--- src/rtl/wb_regfile.sv ---
// wb_regfile: Y86 architectural register file with dual write-back commit,
// two bypassed read ports, a raw debug read port and a committed-write counter.
module wb_regfile #(
    parameter int          NREG     = 8,
    parameter int          RSP_ID   = 4,
    parameter logic [31:0] RSP_INIT = 32'h0000_0000,
    parameter logic [7:0]  RNONE    = 8'h0F
) (
    input  logic        clk,
    input  logic        rst,
    input  logic        wb_stall,
    input  logic [31:0] wb_valE,
    input  logic [31:0] wb_valM,
    input  logic [7:0]  wb_dstE,
    input  logic [7:0]  wb_dstM,
    input  logic [7:0]  srcA,
    input  logic [7:0]  srcB,
    output logic [31:0] valA,
    output logic [31:0] valB,
    input  logic [7:0]  dbg_id,
    output logic [31:0] dbg_val,
    output logic [31:0] wr_count
);
    localparam int         IW     = (NREG > 1) ? $clog2(NREG) : 1;
    localparam logic [7:0] NREG_B = 8'(NREG);

    logic [31:0] r_regs [NREG];
    logic [31:0] r_count;
    logic        w_we_e;
    logic        w_we_m;
    logic        w_same;
    logic [31:0] w_inc;

    // Writes are gated by rst so bypass is also suppressed while reset is held.
    assign w_we_e = rst && !wb_stall && wb_dstE != RNONE && wb_dstE < NREG_B;
    assign w_we_m = rst && !wb_stall && wb_dstM != RNONE && wb_dstM < NREG_B;
    assign w_same = w_we_e && w_we_m && wb_dstE == wb_dstM;
    assign w_inc  = 32'(w_we_e && !w_same) + 32'(w_we_m);

    always_ff @(posedge clk or negedge rst) begin
        if (!rst) begin
            for (int i = 0; i < NREG; i++)
                r_regs[i] <= (i == RSP_ID) ? RSP_INIT : '0;
            r_count <= '0;
        end else begin
            if (w_we_e)
                r_regs[wb_dstE[IW-1:0]] <= wb_valE;
            // M port is written last so it wins on a shared destination.
            if (w_we_m)
                r_regs[wb_dstM[IW-1:0]] <= wb_valM;
            r_count <= r_count + w_inc;
        end
    end

    assign valA = (srcA >= NREG_B) ? '0 :
                  (w_we_m && wb_dstM == srcA) ? wb_valM :
                  (w_we_e && wb_dstE == srcA) ? wb_valE :
                  r_regs[srcA[IW-1:0]];

    assign valB = (srcB >= NREG_B) ? '0 :
                  (w_we_m && wb_dstM == srcB) ? wb_valM :
                  (w_we_e && wb_dstE == srcB) ? wb_valE :
                  r_regs[srcB[IW-1:0]];

    assign dbg_val  = (dbg_id >= NREG_B) ? '0 : r_regs[dbg_id[IW-1:0]];
    assign wr_count = r_count;
endmodule

--- config.mk ---
export PLATFORM = sky130hd
export DESIGN_NAME = wb_regfile
export DESIGN_NICKNAME = d
export VERILOG_FILES = /design/src/rtl/wb_regfile.sv
export SDC_FILE = /design/constraint.sdc
export NUM_CORES = 1
export LEC_CHECK = 0
export BUFFER_PORTS_ARGS = -buffer_cell sky130_fd_sc_hd__buf_2
export CORE_MARGIN = 3
export CORE_UTILIZATION = 35
export CTS_BUF_LIST = sky130_fd_sc_hd__clkbuf_2
export CTS_CLUSTER_SIZE = 14
export DETAILED_ROUTE_END_ITERATION = 8
export GPL_TIMING_DRIVEN = 0
export PLACE_DENSITY = 0.62
export SETUP_SLACK_MARGIN = 0.2
export SYNTH_ARGS = -nofsm -noshare
export SYNTH_HDL_FRONTEND = slang
export SYNTH_SLANG_ARGS = --single-unit
--- constraint.sdc ---
create_clock -name clk -period 4.09 [get_ports clk]
set_input_delay 0.6135 -clock clk [delete_from_list [all_inputs] [get_ports clk]]
set_output_delay 0.6135 -clock clk [all_outputs]
set_load 0.005 [all_outputs]
==> results of run 1 <==
==> routing by layer <==
| layer | GRT usage, % | vias to the layer above | part of all wire, % |
|---|---|---|---|
| li1 | - | 8310 | - |
| met1 | 33.6 | 9942 | 35 |
| met2 | 43.4 | 1668 | 45 |
| met3 | 10.4 | 461 | 13 |
| met4 | 18.6 | 18 | 7.0 |
| met5 | 0.752 | - | 0.23 |
==> power groups by stage <==
stage	combinational [mW]	sequential (mW)	clock, mW
floorplan	0.806	3.18	0
global placement	1.16	3.23	0
detailed placement	1.20	3.25	0
CTS	1.27	3.19	2.54
global route	1.38	3.22	2.69
finish	1.29	3.20	2.52
==> tightest hold or removal path, stage by stage <==
cell and delay [ns]:
clkbuf_1 0.23, mux2i_1 0.20, a21oi_1 0.08
==> state kept, by name, summed over array words and instances (netlist names) <==
register  count
wr_count     32
r_regs      256
==> metrics by stage <==
step                power [mW]  instance area, sq um  TNS (ns)
detailed placement        4.44                 23200    -22.37
floorplan                 3.99                 21300         0
CTS                       7.00                 24900         0
finish                    7.01                 24900         0
global placement          4.39                 23100  -2378.15
global route              7.29                 24900         0
==> kinds of logic after synthesis <==
| family | share of synthesized area (%) |
|---|---|
| xor gates and xnor gates | 2.87 |
| adders and majority gates | 0.152 |
| AOI/OAI and AO/OA | 11.0 |
| and+or+nand+nor | 9.85 |
| buffers and inverters | 5.23 |
| muxes | 37.2 |
| DFF | 33.8 |
==> worst max path at each step <==
stage	start	endpoint	depth (start not counted)
2_1_floorplan	wb_stall	wr_count[26]	13
3_3_place_gp	rst	valA[18]	8
3_5_place_dp	rst	valA[19]	9
4_1_cts	srcA[0]	valA[19]	8
5_1_grt	srcA[4]	valA[18]	7
6_report	srcA[4]	valA[19]	7
==> repair_timing <==
item,4_1_cts,5_1_grt
pin swaps,1,0
endpoints found under the hold margin,505,0
hold buffers,73,0
gates cloned,1,0
resized for setup,12,11
setup endpoints to repair,62,17
==> placed cells by master, fill, tap and decap left out, types with 24 or more instances in the layout <==
cell             n
a21oi_1        191
a31oi_1         63
buf_2          223
clkbuf_1       145
clkbuf_2       129
dfrtp_1        288
dlygate4sd3_1   71
mux2_2          63
mux2i_1        289
mux4_2         192
nand2_1        212
nor2_1         175
o21ai_0        156
o21ai_1         35
xnor2_1         46
xor2_1          24
==> cell type report <==
type / count / share of cell area (%)
multi-input cells: 1532 / 52.4
clock buffers: 115 / 2.31
well taps: 773 / 3.89
repair buffers: 242 / 6.89
clock inverters: 30 / 1.01
flip-flops and latches: 288 / 29.0
inverters: 7 / 0.106
diodes: 4 / 0.0402
plain buffers: 245 / 4.44
==> flow_summary.yaml, run 1 <==
clocking:
  insertion_delay_ns: 1.01
  root_buffer: "clkbuf_2"
  ctsHtreeMaxLevel: 3
  postCtsSetupRepairBufs: 0
  clockBufferDepth: 3
  cts_tree: "done"
  numCtsBuffers: 84
  cts_sinks: 288
  clk_pin_slew_ns: 0.10
synthesis:
  synth_flop_cell: "dfrtp_1"
  async_reset_ff_share_pct: 100
  synth.top_cells.by_count: "289 x mux2i_1, 288 x dfrtp_1, 212 x nand2_1, 192 x mux4_2, 191 x a21oi_1"
  yosysUniqueCellTypes: 44
  synth.top_cells.by_area: "dfrtp_1 34%, mux4_2 20%, mux2i_1 14%, a21oi_1 4.5%, nand2_1 3.7%"
  synth.most_common_cell: "mux2i_1"
  synth.yosys.seq_area_share_pct: 33.8
  syn_avg_cell_area_sq_um: 10.3
  synth_top_area_cell: "dfrtp_1"
  synth_top_area_share_pct: 33.8
  syn_area_sq_mm: 0.0213
  synthCells: 2072
  yosysWarnings: 0
  synth_seq_cells: 288
  syn-num-nets: 2181
  synth-edff-count: 0
global_route:
  antenna_found_initial: 9
  grt_max_degree: 113
  first_global_vias: 20500
  grt_use_total_pct: 28.4
  grt_pass1_wl_um: 134000
  gr-total-overflow: 0
route:
  vias: 20400
  wirelength_um: 92500
  wire_per_inst_um: 28.6
  drcViolationCount: 0
  drtAntennaViolNets: 0
  vias_per_cell: 6.30
  drtPass1Iterations: 8
  drt-initial-drc-count: 3028
placed_design:
  place_ws_ns: -0.635
  port_buffers: 165
  dp_cells: 3013
  gp_congestion: 0.953
  dp.final_hpwl_um: 60100
power:
  comb_power_share_pct: 18.4
  leakagePower_nw: 11.1
  power_frac_clock_pct: 35.9
  p_sw_share_pct: 33.2
  power_per_cell_area_mw_per_mm2: 282
  peakVddDrop_uv: 167
  p_int_mw: 4.69
  p_sw_mw: 2.33
  power_frac_seq_pct: 45.7
floorplan:
  ios: 235
  die_area_sq_mm: 0.0640
  core_region_area_sq_mm: 0.0597
  start_util_pct: 35.7
  die_x_um: 253
  die_h_um: 253
  rows: 89
hold_path:
  hold_path_end: "r_regs[220]"
  min-delay-start: "wb_valE[28]"
  min_path_cells: 3
  hold_path_class: "in -> reg"
final_layout:
  final_core_util_pct: 41.7
  nFillCells: 5878
  syn_to_final_growth_pct: 16.7
  multi_input_area_sq_mm: 0.0130
  nNetsFinal: 2509
  stdcell_count: 3236
  ff_latch_area_sq_mm: 0.00721
  drive_gt1_share_pct: 26.7
setup_path:
  rr_worst_depth: 9
  r2r-start: "wr_count[0]"
  reg2reg_to: "wr_count[28]"
  worst-endpoint-required_ns: 3.48
  worstPathArrival_ns: 3.32
  cpLargestDelayFamily: "simple AND/OR/NAND/NOR gates"
  path_max_fanout: 10
  cpPeakStageDelay_ns: 0.75
  crit_path_end_kind: "output port"
  crit_top_cell: "buf_2"
  path_buf_inv: 3
  crit_type: "in -> out"
  cp_cell_sequence: "buf_2 > or4_1 > nor2_1 > clkbuf_1 > o21ai_0 > a21oi_1 > buf_2"
  cp-start-kind: "primary input"
  rrSetupSlack_ns: 1.34
  cp_slowest_cell: "nor2_1"
timing:
  fin_ws_ns: 0.156
  finalHoldViolations: 0
  slew_violations: 0
  whs_ns: 0.0861
  min_period_over_period_pct: 96.2
  rsz0062_at_grt: "false"
  period_minus_slack_ns: 3.93
  clock_skew_ns: 0.0299
  setup_viol: 0
  worst_pin_slew_ns: 1.16
  fmax_ghz: 0.254
  maxSlewHeadroom_pct: 23.0
outcome:
  outcome: "complete, no violations"
job:
  maxCapViolations: 0
Note: power is estimated with default switching activity, not from simulation.
==> run 2: changes to the inputs <==
Settings changed: CORE_ASPECT_RATIO set to 0.7, PLACE_DENSITY 0.62 to unset.
==> run 2 against run 1 <==
  * Combinational power is essentially flat
  * Routed wire length grew 2.0%
  * Total power shrank 6.4%
  * Largest cell class unchanged
  * Largest power group unchanged
==> flow_summary.yaml, run 2 (synthesized netlist as in run 1, its figures left out) <==
timing:
  period_minus_slack_ns: 3.99
  min_period_over_period_pct: 97.5
  rsz0062_at_grt: "false"
  worst_pin_slew_ns: 1.32
  maxSlewHeadroom_pct: 11.7
  fmax_ghz: 0.251
  fin_ws_ns: 0.102
  setup_viol: 0
  slew_violations: 0
  clock_skew_ns: 0.0245
  finalHoldViolations: 0
setup_path:
  worstPathArrival_ns: 3.37
  crit_path_end_kind: "output port"
  r2r-start: "wr_count[0]"
  worst-endpoint-required_ns: 3.48
  path_max_fanout: 10
  crit_type: "in -> out"
  cp-start-kind: "primary input"
  cp-startpoint: "srcB[0]"
final_layout:
  nFillCells: 5846
  layout_commonest_cell: "mux2i_1"
  drive_gt1_share_pct: 27.4
  mostFrequentLayoutCells: "289 x mux2i_1, 288 x dfrtp_1, 223 x buf_2"
  syn_to_final_growth_pct: 14.1
  nNetsFinal: 2462
  final_area_sq_mm: 0.0243
  largest_register_ffs: 256
  regMostFlops: "r_regs"
hold_path:
  min-delay-start: "wb_valM[12]"
  hold_path_class: "in -> reg"
global_route:
  grt_max_degree: 121
  first_global_vias: 20500
  gr-total-overflow: 0
  grt_pass1_wl_um: 136000
  antenna_found_initial: 7
  grt_use_total_pct: 28.9
power:
  peakVddDrop_uv: 141
  p_int_mw: 4.30
  power_frac_seq_pct: 48.9
  p_sw_share_pct: 34.5
  p_total_mw: 6.56
  p_sw_mw: 2.26
  comb_power_share_pct: 19.3
  leakagePower_nw: 10.8
  power_frac_clock_pct: 31.8
  power_per_cell_area_mw_per_mm2: 270
route:
  wirelength_um: 94300
  drtPass1Iterations: 7
  drtAntennaViolNets: 0
  vias: 20400
  wire_per_inst_um: 29.4
  drt-initial-drc-count: 2842
  drcViolationCount: 0
  vias_per_cell: 6.36
clocking:
  clk_pin_slew_ns: 0.11
  ctsHtreeMaxLevel: 3
  numCtsBuffers: 80
  insertion_delay_ns: 0.97
  clockBufferDepth: 3
  cts_tree: "done"
  root_buffer: "clkbuf_2"
  cts_sinks: 288
placed_design:
  port_buffers: 165
  post_dp_cell_area_sq_mm: 0.0232
  dp.final_hpwl_um: 62100
  gp_congestion: 0.952
  place_ws_ns: -0.860
floorplan:
  rows: 75
  ios: 235
  core_region_area_sq_mm: 0.0602
  die_area_sq_mm: 0.0640
  start_util_pct: 35.5
  die_x_um: 301
  die_h_um: 213
job:
  maxCapViolations: 0
outcome:
  outcome: "complete, no violations"
==> run 2: cell count changes in the layout (fill, tap and decap cells not counted), sizes merged <==
cell / previous run / this run
clkinvlp: 1 / 0
bufinv: 5 / 0
inv: 8 / 10
dlygate4sd3: 71 / 25
diode: 4 / 5
clkinv: 23 / 14
buf: 256 / 257
clkbuf: 274 / 271
bufbuf: 1 / 2
==> run 2: path summary, 6_finish.rpt <==
path,to,slack (ns),cells after the start
max,valB[2],0.10,8
min,r_regs[172],0.08,3
max reg2reg,wr_count[26],1.41,9
min reg2reg,wr_count[31],0.48,1
max in group asynchronous,r_regs[183],2.67,4
min in group asynchronous,r_regs[253],0.46,5
==> run 2: repair_timing <==
action	CTS	global route
cloned	2	0
gates resized for setup	17	13
pin swaps	1	0
hold endpoints to repair	201	0
hold buffers	28	0
buffers inserted	2	0
setup endpoints to repair	63	28
==> run 2: worst max-delay path, cell delays in order <==
cell	delay, ns
clkbuf_1	0.59
xnor2_1	0.21
and2_1	0.15
clkbuf_1	0.52
clkbuf_1	0.53
a31oi_1	0.16
a21oi_1	0.39
buf_2	0.19
==> run 2: power by group through the flow <==
stage	clock, mW	combinational (mW)	sequential (mW)
after floorplan	0	0.806	3.18
after global placement	0	1.16	3.24
after detailed placement	0	1.19	3.25
after CTS	2.09	1.24	3.20
after global routing	2.24	1.35	3.23
final	2.08	1.27	3.21
==> run 2: area by class of cell <==
type | instances | area (sq um) | share of cell area [%]
antenna | 5 | 12.5 | 0.0514
clock inverter | 17 | 66.3 | 0.273
sequential | 288 | 7210 | 29.6
timing repair buffer | 199 | 1300 | 5.35
inverter | 7 | 26.3 | 0.108
clock buffer | 111 | 556 | 2.28
buffer | 245 | 1110 | 4.58
multi-input combinational | 1532 | 13000 | 53.6
tap | 808 | 1010 | 4.15
==> run 2: stage by stage <==
step                       TNS, ns  util [%]  hold slack [ns]  instances
after floorplan                  0         -            0.318       2072
after global placement    -2384.56      38.5            0.457       3045
after detailed placement    -39.46      38.6            0.465       3047
after CTS                        0      40.4          0.00740       3207
after global routing             0      40.5           0.0411       3212
final                            0      40.5           0.0771       3212
==> run 2: per-layer routing <==
layer,routed length [um],vias to the layer above,track usage (%)
li1,-,8206,-
met1,35700,10100,38.5
met2,40400,1783,42.0
met3,14100,320,11.2
met4,3980,8,12.0
met5,193,-,1.79
